`src/rtl/dmg_clkgen.sv`:
```
// Oscillator warm-up, T-state phase and synchronous-reset generator for the CPU sequencer.
// Outputs are registered on CLK; STOP and HALT take effect only at machine-cycle boundaries.
module dmg_clkgen #(
    parameter int STABLE_CYCLES = 16,
    parameter int RESET_HOLD    = 4
) (
    input  logic       CLK,
    input  logic       nRESET,
    input  logic       OSC_ENA,
    input  logic       CLK_ENA,
    output logic       OSC_STABLE,
    output logic       SYNC_RESET,
    output logic [1:0] PHASE,
    output logic       M_START,
    output logic       CPU_CE,
    output logic [3:0] CE_PH
);

    localparam int WW = $clog2(STABLE_CYCLES + 1);
    localparam int HW = $clog2(RESET_HOLD + 1);

    typedef enum logic [1:0] {
        ST_OFF    = 2'd0,
        ST_WARMUP = 2'd1,
        ST_RUN    = 2'd2
    } state_t;

    state_t          state;
    logic [WW-1:0]   warm_cnt;
    logic [HW-1:0]   hold_cnt;
    logic            clk_ena_q;

    // clk_ena_q is only ever set while in RUN, so it doubles as the core clock enable.
    assign CPU_CE = clk_ena_q;

    always_ff @(posedge CLK or negedge nRESET) begin
        if (!nRESET) begin
            state      <= ST_WARMUP;
            warm_cnt   <= '0;
            hold_cnt   <= '0;
            clk_ena_q  <= 1'b0;
            OSC_STABLE <= 1'b0;
            SYNC_RESET <= 1'b1;
            PHASE      <= 2'd0;
            M_START    <= 1'b0;
            CE_PH      <= 4'b0000;
        end else begin
            case (state)
                ST_WARMUP: begin
                    if (!OSC_ENA) begin
                        state    <= ST_OFF;
                        warm_cnt <= '0;
                    end else if (warm_cnt == WW'(STABLE_CYCLES - 1)) begin
                        state      <= ST_RUN;
                        warm_cnt   <= WW'(STABLE_CYCLES);
                        OSC_STABLE <= 1'b1;
                        PHASE      <= 2'd0;
                        M_START    <= 1'b1;
                        clk_ena_q  <= CLK_ENA;
                        CE_PH      <= {3'b000, CLK_ENA};
                    end else begin
                        warm_cnt <= warm_cnt + 1'b1;
                    end
                end

                ST_RUN: begin
                    if (PHASE == 2'd3) begin
                        if (!OSC_ENA) begin
                            // STOP wins over the CLK_ENA resample on the same boundary.
                            state      <= ST_OFF;
                            warm_cnt   <= '0;
                            OSC_STABLE <= 1'b0;
                            PHASE      <= 2'd0;
                            M_START    <= 1'b0;
                            clk_ena_q  <= 1'b0;
                            CE_PH      <= 4'b0000;
                            if (SYNC_RESET)
                                hold_cnt <= '0;
                        end else begin
                            PHASE     <= 2'd0;
                            M_START   <= 1'b1;
                            clk_ena_q <= CLK_ENA;
                            CE_PH     <= {3'b000, CLK_ENA};
                            // Counter freezes once reset is released, giving saturation.
                            if (SYNC_RESET) begin
                                hold_cnt <= hold_cnt + 1'b1;
                                if (hold_cnt == HW'(RESET_HOLD - 1))
                                    SYNC_RESET <= 1'b0;
                            end
                        end
                    end else begin
                        PHASE   <= PHASE + 2'd1;
                        M_START <= 1'b0;
                        CE_PH   <= clk_ena_q ? (4'b0001 << (PHASE + 2'd1)) : 4'b0000;
                    end
                end

                ST_OFF: begin
                    if (OSC_ENA)
                        state <= ST_WARMUP;
                end

                default: begin
                    state    <= ST_WARMUP;
                    warm_cnt <= '0;
                end
            endcase
        end
    end

endmodule

```
`config.mk`:
```
export PLATFORM = sky130hd
export DESIGN_NAME = dmg_clkgen
export DESIGN_NICKNAME = d
export VERILOG_FILES = /design/src/rtl/dmg_clkgen.sv
export SDC_FILE = /design/constraint.sdc
export NUM_CORES = 1
export LEC_CHECK = 0
export ABC_AREA = 1
export ABC_CLOCK_PERIOD_IN_PS = 1700
export BUFFER_PORTS_ARGS = -buffer_cell sky130_fd_sc_hd__buf_2
export CAP_MARGIN = 15
export CORE_ASPECT_RATIO = 1.5
export CORE_UTILIZATION = 55
export CTS_CLUSTER_DIAMETER = 120
export DETAILED_ROUTE_END_ITERATION = 10
export HOLD_SLACK_MARGIN = 0.1
export MAX_ROUTING_LAYER = met4
export PLACE_DENSITY = 0.73
export SYNTH_ARGS = -nofsm -noshare
export SYNTH_HDL_FRONTEND = slang
export SYNTH_SLANG_ARGS = --single-unit
```
`constraint.sdc`:
```
create_clock -name CLK -period 1.7 [get_ports CLK]
set_input_delay 0.17 -clock CLK [delete_from_list [all_inputs] [get_ports CLK]]
set_output_delay 0.17 -clock CLK [all_outputs]
set_load 0.005 [all_outputs]
```
==> results.sh, run 1 <==
export IMPL_drt_initial_drc_count=15
export IMPL_holdPathEnd="hold_cnt[1]"
export IMPL_ys_types=15
export IMPL_clk_pin_slew_ns=0.11
export IMPL_syn_nets=153
export IMPL_cts_buffer_depth=2
export IMPL_critPathBufInv=1
export IMPL_numCtsBuffers=3
export IMPL_p_leak_nw=0.677
export IMPL_hold_path_class="input pin to flop"
export IMPL_port_buffers=13
export IMPL_dpl_hpwl_um=1670
export IMPL_synth_top_area_share_pct=40.1
export IMPL_antenna_found_initial=0
export IMPL_cts_max_level=1
export IMPL_cts_tree="yes"
export IMPL_via_per_inst=5.26
export IMPL_syn_inst=137
export IMPL_worst_pin_slew_ns=0.446
export IMPL_cap_violations=0
export IMPL_antennaDiodeCount=0
export IMPL_rsz0062_at_grt="no"
export IMPL_yosys_area_top_type="dfrtp_1"
export IMPL_arrival_ns=1.76
export IMPL_min_path_cells=3
export IMPL_drc_errors=0
export IMPL_drive_gt1_share_pct=19.2
export IMPL_r2r_cells=8
export IMPL_slowest_stage="dfstp_2"
export IMPL_fin_nets=173
export IMPL_wl_per_cell_um=12.7
export IMPL_die_h_um=57.4
export IMPL_core_region_area_um2=1880
export IMPL_path_max_fanout=13
export IMPL_dr_pass1_iters=4
export IMPL_row_count=19
export IMPL_grt_pass1_wl_um=3790
export IMPL_grt_pass1_vias=907
export IMPL_fin_setup_tns_ns=0
export IMPL_clock_skew_ns=0.00438
export IMPL_path_cells="ha_1 > nand2_1 > inv_1 > nand2_4 > nand2_8 > nand2_1 > nor2_1 > nor2_1"
export IMPL_post_route_period_util_pct=91.2
export IMPL_p_per_area_nw_per_um2=1110
export IMPL_layout_common_cells="nand2_1, inv_1, dfrtp_1"
export IMPL_dieArea_um2=2230
export IMPL_die_w_um=38.9
export IMPL_ios=14
export IMPL_clock_sinks=20
export IMPL_crit_type="flop to flop"
export IMPL_cpPeakStageDelay_ns=0.56
export IMPL_post_synth_cell_area_avg_um2=8.20
export IMPL_fmax_mhz=645
export IMPL_clock_latency_ns=0.31
export IMPL_synth_area_leaders="dfrtp_1, ha_1, nand2_1, inv_1, nand3_1"
export IMPL_setup_viol_count_final=0
export IMPL_r2r_start="state[0]"
export IMPL_required_ns=1.91
export IMPL_via_count=931
export IMPL_hold_start="OSC_ENA"
export IMPL_synth_seq_cells=20
export IMPL_worstSetupStartpointType="flop"
export IMPL_outcome="completed"
export IMPL_ys_seq_area_share_pct=44.8
export IMPL_grt_max_degree=21
export IMPL_slew_violations=0
export IMPL_period_minus_slack_ns=1.55
export IMPL_ff2ff_setup_slack_ns=0.15
export IMPL_start_util_pct=59.8
export IMPL_routabilityCongestion=0.811
export IMPL_grt_overflow_total=0
export IMPL_ant_nets=0
export IMPL_ys_warn_count=0
export IMPL_irDropWorstVdd_v=0.000676
export IMPL_crit_path_end_kind="flop"
export IMPL_slew_headroom_pct=70.2
export IMPL_hold_violations=0
export IMPL_path_delay_family="flip-flops"
export IMPL_grt_total_usage_pct=24.3
export IMPL_setup_ws_ns=0.150
export IMPL_drt_total_wl_um=2240
export IMPL_r2r_end="CE_PH[0]"
export IMPL_syn_to_final_growth_pct=14.1
export IMPL_synth_cell_area_um2=1120
export IMPL_final_common_cell="nand2_1"
export IMPL_dpl_worst_slack_ns=0.0808
export IMPL_clock_root_buffer="clkbuf_4"
## state kept, by name, summed over array words and instances, names as in the netlist
name,flops
M_START,1
warm_cnt,5
CE_PH,4
PHASE,2
SYNC_RESET,1
hold_cnt,3
CPU_CE,1
state,2
OSC_STABLE,1
## cells by family (layout without fill, tap and decap cells)
group / Yosys count / in the layout / share of synthesized area, %
AOI/OAI and AO/OA: 16 / 16 / 7.68
adders and majority gates: 12 / 12 / 13.4
buffers and inverters: 23 / 42 / 8.69
DFF: 20 / 20 / 44.8
and+or+nand+nor: 66 / 66 / 25.5
## layout make-up
type,instances,area [um^2]
Clock buffer,4,36.3
Fill cell,160,596
Inverter,22,82.6
Multi-Input combinational cell,94,544
Sequential cell,20,503
Tap cell,21,26.3
Timing Repair Buffer,16,90.1
## worst max path at each step
stage                startpoint     endpoint  slack (ns)  cells after the start
finish                 state[0]     CE_PH[0]        0.15                      8
floorplan              state[0]     CE_PH[2]        0.21                      8
CTS                    state[0]  warm_cnt[2]        0.06                      9
global placement       state[0]  warm_cnt[3]        0.15                      8
detailed placement     state[0]  warm_cnt[3]        0.08                      8
global route        warm_cnt[1]       CPU_CE       0.002                      9
## synth_stat cells
master	number
nand2_1	35
inv_1	22
buf_8	1
or2_4	1
o22ai_1	1
ha_1	12
o21ai_0	13
nand4_1	1
nand2_4	2
a21oi_2	1
dfstp_2	2
dfrtp_1	18
nand3_1	13
nor2_1	14
a31oi_1	1
## power by group
part | switching, mW | internal, mW | total [mW]
sequential | 0.0700 | 0.577 | 0.647
clock | 0.152 | 0.131 | 0.283
combinational | 0.307 | 0.192 | 0.499
total | 0.529 | 0.900 | 1.43
## repair_timing
| item | in CTS | in global routing |
|---|---|---|
| hold endpoints to repair | 18 | 0 |
| buffers inserted | 0 | 1 |
| setup endpoints to repair | 0 | 11 |
| gates resized for setup | 0 | 7 |
| hold buffers | 1 | 0 |
## stage by stage
stage / hold WS (ns) / cell area [um^2] / cells / util, % / total power [mW]
final: 0.166 / 1280 / 177 / 68.3 / 1.43
after floorplan: -0.126 / 1120 / 137 / - / 0.964
after global placement: 0.135 / 1210 / 171 / 64.3 / 1.10
after global routing: 0.171 / 1280 / 177 / 68.3 / 1.54
after detailed placement: 0.144 / 1210 / 171 / 64.3 / 1.13
after CTS: 0.170 / 1250 / 176 / 66.8 / 1.41
## worst reg2reg max path, stage by stage, from the launching register on
cell and delay, ns:
dfstp_2 0.56, ha_1 0.19, nand2_1 0.10, inv_1 0.16
nand2_4 0.11, nand2_8 0.12, nand2_1 0.06, nor2_1 0.10
nor2_1 0.05
## layer usage
layer / share of wire (%) / vias to the layer above / track usage, %
met3: 1.7 / 4 / 2.33
li1: - / 472 / -
met4: 1.1 / 0 / 8.87
met2: 56 / 11 / 43.6
met1: 41 / 444 / 26.1
met5: 0 / - / -
(Power assumes the default switching activity.)
==> run 2: changes to the inputs <==
==> constraint.sdc (replaced) <==
create_clock -name CLK -period 1.7 [get_ports CLK]
set_input_delay 0.085 -clock CLK [delete_from_list [all_inputs] [get_ports CLK]]
set_output_delay 0.085 -clock CLK [all_outputs]
set_load 0.005 [all_outputs]
==> run 2 against run 1 <==
Clock skew increased by 0.00062 ns. Routed wire length decreased by 1.2%. Clock-buffer cell count unchanged. Flip-flop and latch count unchanged. Critical path type unchanged.
==> results.sh, run 2 (synthesis gave the netlist of run 1 again) <==
export IMPL_wl_per_cell_um=12.4
export IMPL_drt_total_wl_um=2220
export IMPL_clk_pin_slew_ns=0.11
export IMPL_via_per_inst=5.20
export IMPL_routabilityCongestion=0.811
export IMPL_antennaDiodeCount=0
export IMPL_drive_gt1_share_pct=19.0
export IMPL_row_count=19
export IMPL_outcome="completed"
export IMPL_postLayoutCoreUtil_pct=69.4
export IMPL_worst_pin_slew_ns=0.446
export IMPL_grt_pass1_wl_um=3800
export IMPL_clock_root_buffer="clkbuf_4"
export IMPL_grt_overflow_total=0
export IMPL_crit_path_end_kind="flop"
export IMPL_antenna_found_initial=0
export IMPL_fmax_mhz=645
export IMPL_grt_max_degree=21
export IMPL_setup_ws_ns=0.149
export IMPL_core_region_area_um2=1880
export IMPL_setup_viol_count_final=0
export IMPL_drc_errors=0
export IMPL_port_buffers=13
export IMPL_via_count=931
export IMPL_fin_setup_tns_ns=0
export IMPL_die_w_um=38.9
export IMPL_largest_reg_flops=5
export IMPL_period_minus_slack_ns=1.55
export IMPL_rsz0062_at_grt="no"
export IMPL_ios=14
export IMPL_p_per_area_nw_per_um2=1090
export IMPL_grt_total_usage_pct=24.4
export IMPL_final_common_cell="nand2_1"
export IMPL_post_route_period_util_pct=91.2
export IMPL_syn_to_final_growth_pct=15.9
export IMPL_hold_ws_ns=0.241
export IMPL_numCtsBuffers=3
export IMPL_cts_max_level=1
export IMPL_clock_skew_ns=0.00500
export IMPL_reg_top3="warm_cnt: 5 flops, CE_PH: 4 flops, hold_cnt: 3 flops"
export IMPL_dpl_cell_area_um2=1210
export IMPL_slew_headroom_pct=70.3
export IMPL_dieArea_um2=2230
export IMPL_die_h_um=57.4
export IMPL_hold_path_class="input pin to async pin"
export IMPL_start_util_pct=59.8
export IMPL_largest_register="warm_cnt"
export IMPL_clock_sinks=20
export IMPL_grt_pass1_vias=913
export IMPL_dpl_worst_slack_ns=0.0808
export IMPL_crit_type="flop to flop"
export IMPL_clock_latency_ns=0.31
export IMPL_layout_common_cells="nand2_1, inv_1, dfrtp_1"
export IMPL_ant_nets=0
export IMPL_arrival_ns=1.76
export IMPL_dpl_hpwl_um=1670
export IMPL_fin_nets=175
export IMPL_cap_violations=0
export IMPL_required_ns=1.91
export IMPL_final_area_um2=1300
export IMPL_irDropWorstVdd_v=0.000669
export IMPL_drt_initial_drc_count=12
export IMPL_cts_tree="yes"
export IMPL_dr_pass1_iters=3
export IMPL_cts_buffer_depth=2
export IMPL_path_max_fanout=13
export IMPL_p_leak_nw=0.685
export IMPL_worstSetupStartpointType="flop"
export IMPL_slew_violations=0
export IMPL_hold_violations=0
==> run 2: stage by stage <==
stage / power (mW) / instances
floorplan: 0.964 / 137
global placement: 1.10 / 171
detailed placement: 1.13 / 171
CTS: 1.42 / 178
global route: 1.54 / 179
finish: 1.43 / 179
==> run 2: per-layer routing <==
| metal | vias to the layer above | part of all wire [%] | global-route usage, % |
|---|---|---|---|
| li1 | 475 | - | - |
| met1 | 441 | 42 | 26.1 |
| met2 | 11 | 55 | 43.8 |
| met3 | 4 | 1.8 | 2.33 |
| met4 | 0 | 1.1 | 8.87 |
| met5 | - | 0 | - |
==> run 2: repair_timing <==
action / in CTS / in global routing
gates resized for setup: 0 / 7
hold endpoints to repair: 23 / 0
hold buffers: 3 / 0
setup buffers: 0 / 1
setup endpoints to repair: 0 / 11
==> run 2: worst max-delay path, cell delays in order, from the launching register on <==
cell and delay [ns]:
dfstp_2 0.56, ha_1 0.19, nand2_1 0.10, inv_1 0.17, nand2_4 0.11, nand2_8 0.12, nand2_1 0.06, nor2_1 0.10
nor2_1 0.05
==> run 2: worst paths after layout <==
check / start / endpoint / slack (ns) / cells after the start
hold reg to reg: OSC_STABLE / OSC_STABLE / 0.48 / 2
hold / removal: nRESET / CPU_CE / 0.24 / 2
max in group asynchronous: nRESET / SYNC_RESET / 1.12 / 2
setup reg to reg: state[0] / CE_PH[0] / 0.15 / 8
min in group CLK: OSC_STABLE / OSC_STABLE / 0.48 / 2
setup / recovery: state[0] / CE_PH[0] / 0.15 / 8
==> run 2: cell type report <==
| cell class | count | area [um^2] |
|---|---|---|
| fillers | 155 | 576 |
| multi-input cells | 94 | 544 |
| repair buffers | 18 | 110 |
| well taps | 21 | 26.3 |
| flip-flops and latches | 20 | 503 |
| inverters | 22 | 82.6 |
| clock buffers | 4 | 36.3 |
==> run 2: power breakdown <==
group | internal [mW] | switching, mW
registers | 0.577 | 0.0695
clock network | 0.131 | 0.149
logic | 0.195 | 0.304
